**src/rtl/seg_s2p.sv**
```systemverilog
// Serial-to-parallel frame receiver: synchronizes an asynchronous shift clock,
// data and strobes into clk, assembles MSB-first frames and commits them on EN.
module seg_s2p #(
    parameter int DATA_BITS   = 64,
    parameter int SYNC_STAGES = 2
) (
    input  logic                 clk,
    input  logic                 rst,
    input  logic                 s_clk,
    input  logic                 sin,
    input  logic                 EN,
    input  logic                 s_clrn,
    output logic [DATA_BITS-1:0] P_Data,
    output logic                 valid,
    output logic                 busy,
    output logic [6:0]           bit_cnt,
    output logic                 err
);

    localparam logic [1:0] ST_IDLE  = 2'd0;
    localparam logic [1:0] ST_SHIFT = 2'd1;
    localparam logic [1:0] ST_FULL  = 2'd2;
    localparam logic [6:0] CNT_FULL = 7'(DATA_BITS);

    logic [SYNC_STAGES-1:0] sclk_sync_q;
    logic [SYNC_STAGES-1:0] sin_sync_q;
    logic [SYNC_STAGES-1:0] en_sync_q;
    logic [SYNC_STAGES-1:0] clrn_sync_q;
    logic [SYNC_STAGES-1:0] fill_q;
    logic                   sclk_hist_q;
    logic                   en_hist_q;
    logic                   armed_q;

    logic [1:0]           state_q, state_d;
    logic [6:0]           cnt_q, cnt_d;
    logic [DATA_BITS-1:0] shreg_q, shreg_d;
    logic [DATA_BITS-1:0] pdata_q, pdata_d;
    logic                 valid_q, valid_d;
    logic                 err_q, err_d;
    logic                 busy_q;

    logic sclk_rise_s;
    logic en_rise_s;
    logic clr_s;
    logic sin_s;

    // Synchronizers, edge history and the s_clk arming flag.
    // fill_q tracks when the chain holds real pin samples; armed_q then waits
    // for s_clk low so a clock already high at reset release is not an edge.
    always_ff @(posedge clk) begin
        if (rst) begin
            sclk_sync_q <= '0;
            sin_sync_q  <= '0;
            en_sync_q   <= '0;
            clrn_sync_q <= '0;
            fill_q      <= '0;
            sclk_hist_q <= 1'b0;
            en_hist_q   <= 1'b0;
            armed_q     <= 1'b0;
        end else begin
            sclk_sync_q <= {sclk_sync_q[SYNC_STAGES-2:0], s_clk};
            sin_sync_q  <= {sin_sync_q[SYNC_STAGES-2:0], sin};
            en_sync_q   <= {en_sync_q[SYNC_STAGES-2:0], EN};
            clrn_sync_q <= {clrn_sync_q[SYNC_STAGES-2:0], s_clrn};
            fill_q      <= {fill_q[SYNC_STAGES-2:0], 1'b1};
            sclk_hist_q <= sclk_sync_q[SYNC_STAGES-1];
            en_hist_q   <= en_sync_q[SYNC_STAGES-1];
            armed_q     <= armed_q | (fill_q[SYNC_STAGES-1] & ~sclk_sync_q[SYNC_STAGES-1]);
        end
    end

    assign sclk_rise_s = sclk_sync_q[SYNC_STAGES-1] & ~sclk_hist_q & armed_q;
    assign en_rise_s   = en_sync_q[SYNC_STAGES-1] & ~en_hist_q;
    assign clr_s       = ~clrn_sync_q[SYNC_STAGES-1];
    assign sin_s       = sin_sync_q[SYNC_STAGES-1];

    // Frame FSM: clear beats EN, EN beats s_clk; lower events that cycle are dropped.
    always_comb begin
        state_d = state_q;
        cnt_d   = cnt_q;
        shreg_d = shreg_q;
        pdata_d = pdata_q;
        valid_d = 1'b0;
        err_d   = 1'b0;
        if (clr_s) begin
            shreg_d = '0;
            cnt_d   = 7'd0;
            state_d = ST_IDLE;
        end else if (en_rise_s) begin
            case (state_q)
                ST_FULL: begin
                    pdata_d = shreg_q;
                    valid_d = 1'b1;
                end
                default: begin
                    err_d = 1'b1;
                end
            endcase
            shreg_d = '0;
            cnt_d   = 7'd0;
            state_d = ST_IDLE;
        end else if (sclk_rise_s) begin
            shreg_d = {shreg_q[DATA_BITS-2:0], sin_s};
            case (state_q)
                ST_FULL: begin
                    err_d = 1'b1;
                end
                default: begin
                    cnt_d   = cnt_q + 7'd1;
                    state_d = (cnt_d == CNT_FULL) ? ST_FULL : ST_SHIFT;
                end
            endcase
        end else begin
            state_d = state_q;
        end
    end

    // State and registered outputs.
    always_ff @(posedge clk) begin
        if (rst) begin
            state_q <= ST_IDLE;
            cnt_q   <= 7'd0;
            shreg_q <= '0;
            pdata_q <= '0;
            valid_q <= 1'b0;
            err_q   <= 1'b0;
            busy_q  <= 1'b0;
        end else begin
            state_q <= state_d;
            cnt_q   <= cnt_d;
            shreg_q <= shreg_d;
            pdata_q <= pdata_d;
            valid_q <= valid_d;
            err_q   <= err_d;
            busy_q  <= (state_d != ST_IDLE);
        end
    end

    assign P_Data  = pdata_q;
    assign valid   = valid_q;
    assign err     = err_q;
    assign busy    = busy_q;
    assign bit_cnt = cnt_q;

endmodule

```
**config.mk**
```make
export PLATFORM = sky130hd
export DESIGN_NAME = seg_s2p
export DESIGN_NICKNAME = d
export VERILOG_FILES = /design/src/rtl/seg_s2p.sv
export SDC_FILE = /design/constraint.sdc
export NUM_CORES = 1
export LEC_CHECK = 0
export ABC_AREA = 1
export CAP_MARGIN = 20
export CORE_ASPECT_RATIO = 0.5
export CORE_UTILIZATION = 40
export DETAILED_ROUTE_END_ITERATION = 10
export DONT_BUFFER_PORTS = 1
export PLACE_DENSITY_LB_ADDON = 0.05
export SLEW_MARGIN = 20
export SYNTH_ARGS = -nofsm -noshare
export SYNTH_HDL_FRONTEND = slang
export SYNTH_SLANG_ARGS = --single-unit
```
**constraint.sdc**
```tcl
create_clock -name clk -period 1.6 [get_ports clk]
set_clock_uncertainty 0.1 [all_clocks]
set_input_delay 0.32 -clock clk [delete_from_list [all_inputs] [get_ports clk]]
set_output_delay 0.32 -clock clk [all_outputs]
set_load 0.02 [all_outputs]
```
==> run summary, run 1 <==
status = finished, violations left
violated checks = DRC
RSZ-0062 raised after global routing = false
Peak VDD IR = 0.000652 V
setup TNS = 0 ns
sequential share of power = 48.8%
CP required = 1.80 ns
Critical Path AT = 1.63 ns
CP max FO = 22
Detail Route Antenna Nets = 0
Clock transition at path regs = 0.06 ns
slew margin rel. = 73.9%
Mapped Area = 5400 µm²
Mean Syn Cell Area = 7.96 µm²
final hold viol count = 0
synth cell count leaders = dfxtp_1 (153), nor2_1 (150), nand2_1 (144)
Max Buffers Root-to-Sink = 2
initial antenna violation count = 0
post-synthesis instance total = 678
CP Capture Type = register
Clock Sinks = 153
worst hold slack = 0.103 ns
total power = 7.84 mW
Port Buffer Count = 0
Synth warnings = 0
DRT Pass-1 Iters = 8
most frequent cell after synthesis = dfxtp_1
HP Class = input pin to register
Layout Nets = 688
ys async rst share = 0%
grt ovf = 0
Synth area leader = dfxtp_1
Sw Share = 22.4%
1st-iter DRT viols = 204
Seq/Total Area, Yosys = 56.7%
Largest stage delay, worst path = 0.34 ns
P_sw = 1.76 mW
CORE AREA = 12,900 µm²
global-route wire length before repair = 19.9 mm
Die Y = 84.2 µm
I/O Pins = 80
main area contributors after synthesis = dfxtp_1 (57%), nor2_1 (10%), nand2_1 (10%)
crit-path leading delay family = simple AND/OR/NAND/NOR gates
slowest stage cell, crit path = dfxtp_1
Initial Util = 41.8%
number of flops mapped to enable cells by yosys = 0
wire per inst = 13.4 µm
HPWL after DPL = 6.81 mm
min Tclk post-route = 1.44 ns
ANT cells = 0
die width = 166 µm
type of the worst setup path = register to register
synth-to-layout area growth = 15.1%
Fmax = 696 MHz
#FFs+latches synth = 153
Die ar. = 14,000 µm²
Unique masters post-synth = 25
post-synth top area share = 56.7%
power share of the clock group = 49.7%
Pleak = 2.51 nW
total number of vias = 4,125
Via density = 4.77
postcts setup bufs = 0
Post-DP Area = 5550 µm²
combinational group share of total power = 1.5%
period utilization = 89.7%
startpoint type of the worst setup path = register
# DRC = 5
pwr dens = 1260 nW/µm²
final core utilization = 48.1%
Pint = 6.09 mW
TritonCTS clock tree = done
H-tree depth = 4
layout cell share with drive strength beyond 1 = 9.08%
Finished Cell Area = 6220 µm²
TritonCTS buffer count = 17
Total GRT Usage = 17.6%
clock root buffer = clkbuf_16
actual slew at the worst max-slew pin = 0.392 ns
Top FF cell, synth = dfxtp_1
GPL Wtd Cong = 0.762
Routed Wire Length = 11.6 mm
syn_nets = 685
largest net degree at the start of global routing = 54
std cell rows = 29
Max Transition Viols Final = 0
Clk Latency, worst-skew pair = 0.41 ns
setup violators final = 0
crit-path cells = inv_2 -> nor2_2 -> nand2_2 -> nor2_4 -> inv_2 -> buf_4 -> nor2_1 -> nor2_1
number of global-route vias before repair = 4,083
sum of buffers and inverters on the critical path = 3
Max Cap Violations = 0
logic make-up after synthesis:
kind of cell | Yosys count | synth area share (%)
AO/OA/AOI/OAI | 147 | 13.9
XOR/XNOR | 1 | 0.162
adder cells (fa/ha/maj) | 1 | 0.232
buffers and inverters | 71 | 7.23
flip-flops | 153 | 56.7
AND/OR/NAND/NOR | 305 | 21.8
power groups by stage:
stage,Sequential [mW],Clock [mW],Combinational (mW)
after floorplan,3.91,0,0.0706
after global placement,3.92,0,0.102
after detailed placement,3.91,0,0.101
after CTS,3.83,4.00,0.121
after global routing,3.83,4.18,0.134
final,3.83,3.90,0.119
final timing paths:
kind	from	end	slack, ns	cells past startpoint
worst min register to register	en_sync_q[0]	en_sync_q[1]	0.30	2
worst max register to register	state_q[1]	P_Data[27]	0.16	8
worst max-delay path	state_q[1]	P_Data[27]	0.16	8
worst min-delay path	rst	fill_q[0]	0.10	2
metrics by stage:
step | setup WS [ns] | instances
4_1_cts | 0.0130 | 864
3_5_place_dp | 0.161 | 824
3_3_place_gp | 0.156 | 824
5_1_grt | 0.0134 | 864
6_report | 0.164 | 864
2_1_floorplan | 0.109 | 678
layout make-up:
| type | count | area [µm²] |
|---|---|---|
| fillers | 1288 | 6700 |
| clock inverters | 14 | 138 |
| multi-input cells | 454 | 1950 |
| flip-flops and latches | 153 | 3060 |
| clock buffers | 18 | 439 |
| well taps | 170 | 213 |
| repair buffers | 28 | 312 |
| inverters | 27 | 101 |
routing by layer:
layer  track usage [%]  part of all wire, %  up-vias
met5                 0                    0        -
met4              6.31                    0        0
met3              4.95                  4.1        0
met2              27.3                   43       70
met1              23.7                   52     1894
li1                  -                    -     2161
what timing repair did:
action,CTS,global route
setup endpoints to repair,0,27
endpoints found under the hold margin,14,0
resized for setup,0,3
hold buffers,8,0
placed cells by master (no fill, tap or decap), drive strengths merged:
| master | instances |
|---|---|
| dfxtp | 153 |
| nor2 | 153 |
| nand2 | 145 |
| a21oi | 71 |
| o21ai | 71 |
| inv | 32 |
| buf | 20 |
| clkbuf | 18 |
| dlygate4sd3 | 7 |
| nand3 | 6 |
| clkinv | 5 |
| clkinvlp | 3 |
| a31oi | 2 |
| o21bai | 1 |
| xor2 | 1 |
| nand3b | 1 |
| a211oi | 1 |
| o211ai | 1 |
| ha | 1 |
| bufinv | 1 |
| dlymetal6s4s | 1 |
Note: power is estimated with default switching activity, not from simulation.
==> run 2: changes to the inputs <==
clock period = 1.2 ns   (was 1.6 ns; I/O delays follow)
==> run summary, run 2 (synthesis results as in run 1) <==
status = finished, violations left
violated checks = DRC, setup timing
Fmax = 711 MHz (+2.1%)
synth-to-layout area growth = 47.5%
Port Buffer Count = 0 (unchanged)
CORE AREA = 12,900 µm² (unchanged)
initial antenna violation count = 0 (unchanged)
1st-iter DRT viols = 294 (+44%)
actual slew at the worst max-slew pin = 0.387 ns (-0.00453 ns)
Detail Route Antenna Nets = 0 (unchanged)
Clock Sinks = 153 (unchanged)
Sw Share = 23.0% (+0.60 points)
Pleak = 3.71 nW (+48%)
total number of vias = 4,537 (+10%)
final hold viol count = 0 (unchanged)
wire per inst = 16.1 µm (+20%)
die width = 166 µm (unchanged)
most frequent cells in the layout = nor2_1 (126), dfxtp_2 (76), dfxtp_1 (74)
power share of the clock group = 49.5% (-0.2 points)
I/O Pins = 80 (unchanged)
slowest stage cell, crit path = dfxtp_2
sum of buffers and inverters on the critical path = 3 (unchanged)
Initial Util = 41.8% (unchanged)
commonest non-fill, non-tap cell in the layout = nor2_1
Pint = 8.17 mW (+34%)
Critical Path AT = 1.62 ns (about the same)
clock root buffer = clkbuf_16
Max Cap Violations = 0 (unchanged)
Die Y = 84.2 µm (unchanged)
crit-path leading delay family = simple AND/OR/NAND/NOR gates
ANT cells = 0 (unchanged)
H-tree depth = 4 (unchanged)
Total GRT Usage = 19.1% (+1.5 points)
Peak VDD IR = 0.000872 V (+34%)
slew margin rel. = 74.2% (+0.30 points)
startpoint type of the worst setup path = register
total power = 10.6 mW (+35%)
dpl cells = 840 (+1.9%)
layout cell share with drive strength beyond 1 = 48.4% (+39 points)
final setup margin = -0.207 ns (-0.371 ns)
HPWL after DPL = 6.94 mm (+2.0%)
fillcell total = 1,131 (-12%)
number of global-route vias before repair = 4,179 (+2.4%)
pre-CTS setup slack = -0.152 ns (-0.313 ns)
Clock transition at path regs = 0.07 ns (about the same)
Largest stage delay, worst path = 0.33 ns (about the same)
# DRC = 8 (+3)
min Tclk post-route = 1.41 ns (-0.0292 ns)
HP Class = input pin to register
CP Capture Type = register
worst hold slack = 0.0558 ns (-0.0474 ns)
TritonCTS clock tree = done
combinational group share of total power = 2.5% (+1.0 points)
TritonCTS buffer count = 17 (unchanged)
setup violators final = 148 (+148)
Via density = 4.98 (+4.3%)
period utilization = 117% (+27 points)
Max Buffers Root-to-Sink = 2 (unchanged)
Non-Filler Instances = 911 (+5.4%)
Routed Wire Length = 14.7 mm (+27%)
Die ar. = 14,000 µm² (unchanged)
RSZ-0062 raised after global routing = true
type of the worst setup path = register to register
grt ovf = 0 (unchanged)
P_sw = 2.44 mW (+39%)
GPL Wtd Cong = 0.810 (+6.3%)
CP required = 1.41 ns (-0.39 ns)
global-route wire length before repair = 21.2 mm (+6.8%)
sequential share of power = 48.1% (-0.7 points)
largest net degree at the start of global routing = 41 (-24%)
Clk Latency, worst-skew pair = 0.42 ns (about the same)
CP max FO = 17 (-23%)
setup TNS = -18.74 ns (-18.74 ns)
std cell rows = 29 (unchanged)
Max Transition Viols Final = 0 (unchanged)
DRT Pass-1 Iters = 7 (-1)
pwr dens = 1330 nW/µm² (+5.6%)
crit-path cells = inv_2 -> nor2_4 -> nand2_2 -> nor2_4 -> inv_4 -> clkbuf_16 -> nor2_1 -> nor2_1
Layout Nets = 735 (+6.8%)
==> run 2: cell types whose count changed in the layout (fill, tap and decap cells not counted), moves of 48 or more <==
cell | before | now
dfxtp_1 | 153 | 74
dfxtp_2 | 0 | 76
nand2_1 | 143 | 72
a21oi_1 | 71 | 12
a21oi_2 | 0 | 59
nand2_4 | 0 | 48
==> run 2: routing by layer <==
metal  wire [µm]  track usage, %  vias up
li1            -               -     2272
met3         603            5.89       11
met2        6500            29.8       71
met5           0               0        -
met4         113            6.06        0
met1        7500            25.4     2183
==> run 2: path summary, 6_finish.rpt <==
path / startpoint / end / slack, ns / cells after the start
min reg2reg: en_sync_q[0] / en_sync_q[1] / 0.30 / 2
max: state_q[1] / P_Data[9] / -0.21 / 8
max reg2reg: state_q[1] / P_Data[9] / -0.21 / 8
min: rst / fill_q[0] / 0.06 / 2
==> run 2: what timing repair did <==
action                                  4_1_cts  5_1_grt
cloned                                        6       13
gates resized for setup                     107      257
pin swaps                                    15       59
endpoints found under the setup margin      213      175
endpoints found under the hold margin        14        0
buffers inserted                              7        8
hold buffers                                  7        0
==> run 2: power by group through the flow <==
| stage | Clock [mW] | Combinational, mW | Sequential, mW |
|---|---|---|---|
| after floorplan | 0 | 0.100 | 5.21 |
| after CTS | 5.32 | 0.198 | 5.10 |
| after global routing | 5.57 | 0.281 | 5.10 |
| after global placement | 0 | 0.139 | 5.22 |
| after detailed placement | 0 | 0.139 | 5.22 |
| final | 5.25 | 0.263 | 5.10 |
==> run 2: area by class of cell <==
type / count / area (µm²) / area share, %
clock buffers: 19 / 443 / 5.56
clock inverters: 13 / 136 / 1.71
inverters: 27 / 121 / 1.52
multi-input cells: 454 / 2750 / 34.5
flip-flops and latches: 153 / 3170 / 39.8
well taps: 170 / 213 / 2.67
repair buffers: 74 / 1130 / 14.2
repair inverters: 1 / 5.00 / 0.0628
==> run 2: per-stage QoR <==
step	utilization, %	cell area [µm²]
final	61.7	7960
after global routing	61.7	7960
after CTS	52.7	6810
after detailed placement	44.1	5690
after global placement	44.1	5690
after floorplan	-	5480
==> run 3: changes to the inputs <==
CELL_PAD_IN_SITES_DETAIL_PLACEMENT = 2   (was default)
CELL_PAD_IN_SITES_GLOBAL_PLACEMENT = 2   (was default)
CORE_ASPECT_RATIO = default   (was 0.5)
CORE_UTILIZATION = 33   (was 40)
GPL_ROUTABILITY_DRIVEN = 0   (was default)
==> run summary, run 3 (synthesis results as in run 1) <==
CP max FO = 4 (-13)
Via density = 5.19 (+4.1%)
# DRC = 0 (-8)
min Tclk post-route = 1.55 ns (+0.148 ns)
global-route wire length before repair = 34.9 mm (+64%)
die width = 130 µm (-22%)
Detail Route Antenna Nets = 0 (unchanged)
setup violators final = 148 (unchanged)
Post-DP Area = 5850 µm² (+2.7%)
std cell rows = 46 (+59%)
Pint = 8.63 mW (+5.7%)
Routed Wire Length = 23.5 mm (+60%)
number of global-route vias before repair = 5,793 (+39%)
combinational group share of total power = 3.0% (+0.5 points)
ANT cells = 0 (unchanged)
CP Capture Type = register
grt ovf = 0 (unchanged)
Port Buffer Count = 0 (unchanged)
Die Y = 130 µm (+54%)
wire per inst = 24.2 µm (+50%)
Initial Util = 33.9% (-7.9 points)
status = finished, violations left
CP required = 1.45 ns (+0.04 ns)
Peak VDD IR = 0.00103 V (+18%)
Clock transition at path regs = 0.06 ns (about the same)
setup TNS = -37.25 ns (-18.51 ns)
startpoint type of the worst setup path = register
Clock Sinks = 153 (unchanged)
Finished Cell Area = 8330 µm² (+4.6%)
TritonCTS buffer count = 17 (unchanged)
largest net degree at the start of global routing = 43 (+4.9%)
synth-to-layout area growth = 54.3%
final setup margin = -0.355 ns (-0.148 ns)
DRT Pass-1 Iters = 4 (-3)
sequential share of power = 46.2% (-1.9 points)
slew margin rel. = 70.3% (-3.9 points)
violated checks = setup timing
total number of vias = 5,035 (+11%)
I/O Pins = 80 (unchanged)
Max Cap Violations = 0 (unchanged)
final core utilization = 52.3% (-9.4 points)
H-tree depth = 4 (unchanged)
pwr dens = 1320 nW/µm² (-0.80%)
Layout Nets = 750 (+2.0%)
HPWL after DPL = 9.15 mm (+32%)
P_sw = 2.38 mW (-2.5%)
Clk Latency, worst-skew pair = 0.43 ns (about the same)
RSZ-0062 raised after global routing = true
Fmax = 643 MHz (-9.5%)
initial antenna violation count = 1 (+1)
Critical Path AT = 1.81 ns (+0.19 ns)
power share of the clock group = 50.9% (+1.4 points)
Sw Share = 21.6% (-1.4 points)
HP Class = input pin to register
Pleak = 3.29 nW (-11%)
Max Buffers Root-to-Sink = 2 (unchanged)
worst hold slack = 0.0745 ns (+0.0187 ns)
Total GRT Usage = 28.7% (+9.6 points)
final hold viol count = 0 (unchanged)
1st-iter DRT viols = 164 (-44%)
CORE AREA = 15,900 µm² (+23%)
type of the worst setup path = register to register
Max Transition Viols Final = 0 (unchanged)
clock root buffer = clkbuf_16
most frequent cells in the layout = nor2_1 (125), dfxtp_1 (76), dfxtp_2 (65)
Die ar. = 16,900 µm² (+21%)
commonest non-fill, non-tap cell in the layout = nor2_1
layout cell share with drive strength beyond 1 = 50.6% (+2.1 points)
actual slew at the worst max-slew pin = 0.444 ns (+0.0564 ns)
period utilization = 130% (+12 points)
TritonCTS clock tree = done
[run 3: cell count changes in the layout (fill, tap and decap cells not counted), sizes merged]
cell         previous run  this run
dlygate4sd3             6         7
clkinvlp                3         0
inv                    31        28
bufinv                  1         3
buf                    57        79
clkbuf                 29        25
clkinv                  6         5
[run 3: cell type report]
type	instances	area, µm²
clock buffer	23	478
clock inverter	8	119
fill	1597	7610
inverter	27	123
multi-input combinational	454	2720
sequential	153	3190
tap	216	270
timing repair buffer	89	1410
timing repair inverter	1	20.0
[run 3: final timing paths]
path / start / to / slack [ns] / cells past startpoint
min: rst / busy / 0.07 / 4
max: bit_cnt[0] / state_q[0] / -0.35 / 9
max reg2reg: bit_cnt[0] / state_q[0] / -0.35 / 9
min reg2reg: fill_q[0] / fill_q[1] / 0.36 / 2
[run 3: power groups by stage]
stage          clock [mW]  sequential [mW]  combinational, mW
6_report             5.60             5.08              0.328
5_1_grt              5.88             5.08              0.345
4_1_cts              5.61             5.10              0.310
3_5_place_dp            0             5.22              0.161
3_3_place_gp            0             5.22              0.155
2_1_floorplan           0             5.21              0.100
[run 3: repair_timing]
action | in CTS | in global routing
gates cloned | 22 | 2
pin swaps | 62 | 36
hold endpoints to repair | 14 | 2
resized for setup | 253 | 151
setup buffers | 29 | 1
hold buffers | 9 | 1
setup endpoints to repair | 213 | 177
[run 3: stage by stage]
| stage | setup WS (ns) | std cells | total power, mW |
|---|---|---|---|
| detailed placement | -0.265 | 887 | 5.38 |
| floorplan | -0.0764 | 678 | 5.31 |
| CTS | -0.234 | 978 | 11.0 |
| finish | -0.355 | 971 | 11.0 |
| global placement | -0.145 | 887 | 5.37 |
| global route | -0.429 | 971 | 11.3 |
[run 3: layer usage]
layer | track usage (%) | wire length [µm] | vias up
li1 | - | - | 2304
met1 | 32.5 | 9460 | 2540
met5 | 0 | 13 | -
met2 | 50.5 | 12300 | 131
met4 | 14.2 | 805 | 2
met3 | 6.89 | 953 | 58
[run 3: worst max-delay path, cell delays in order (launching register included)]
cell and delay, ns:
dfxtp_4 0.37, ha_4 0.16, nand2_2 0.07, nor2_1 0.14, nand3_1 0.13, nand2_1 0.13, nor2_1 0.08, nand2_2 0.09
nand2_1 0.07, a21oi_2 0.13
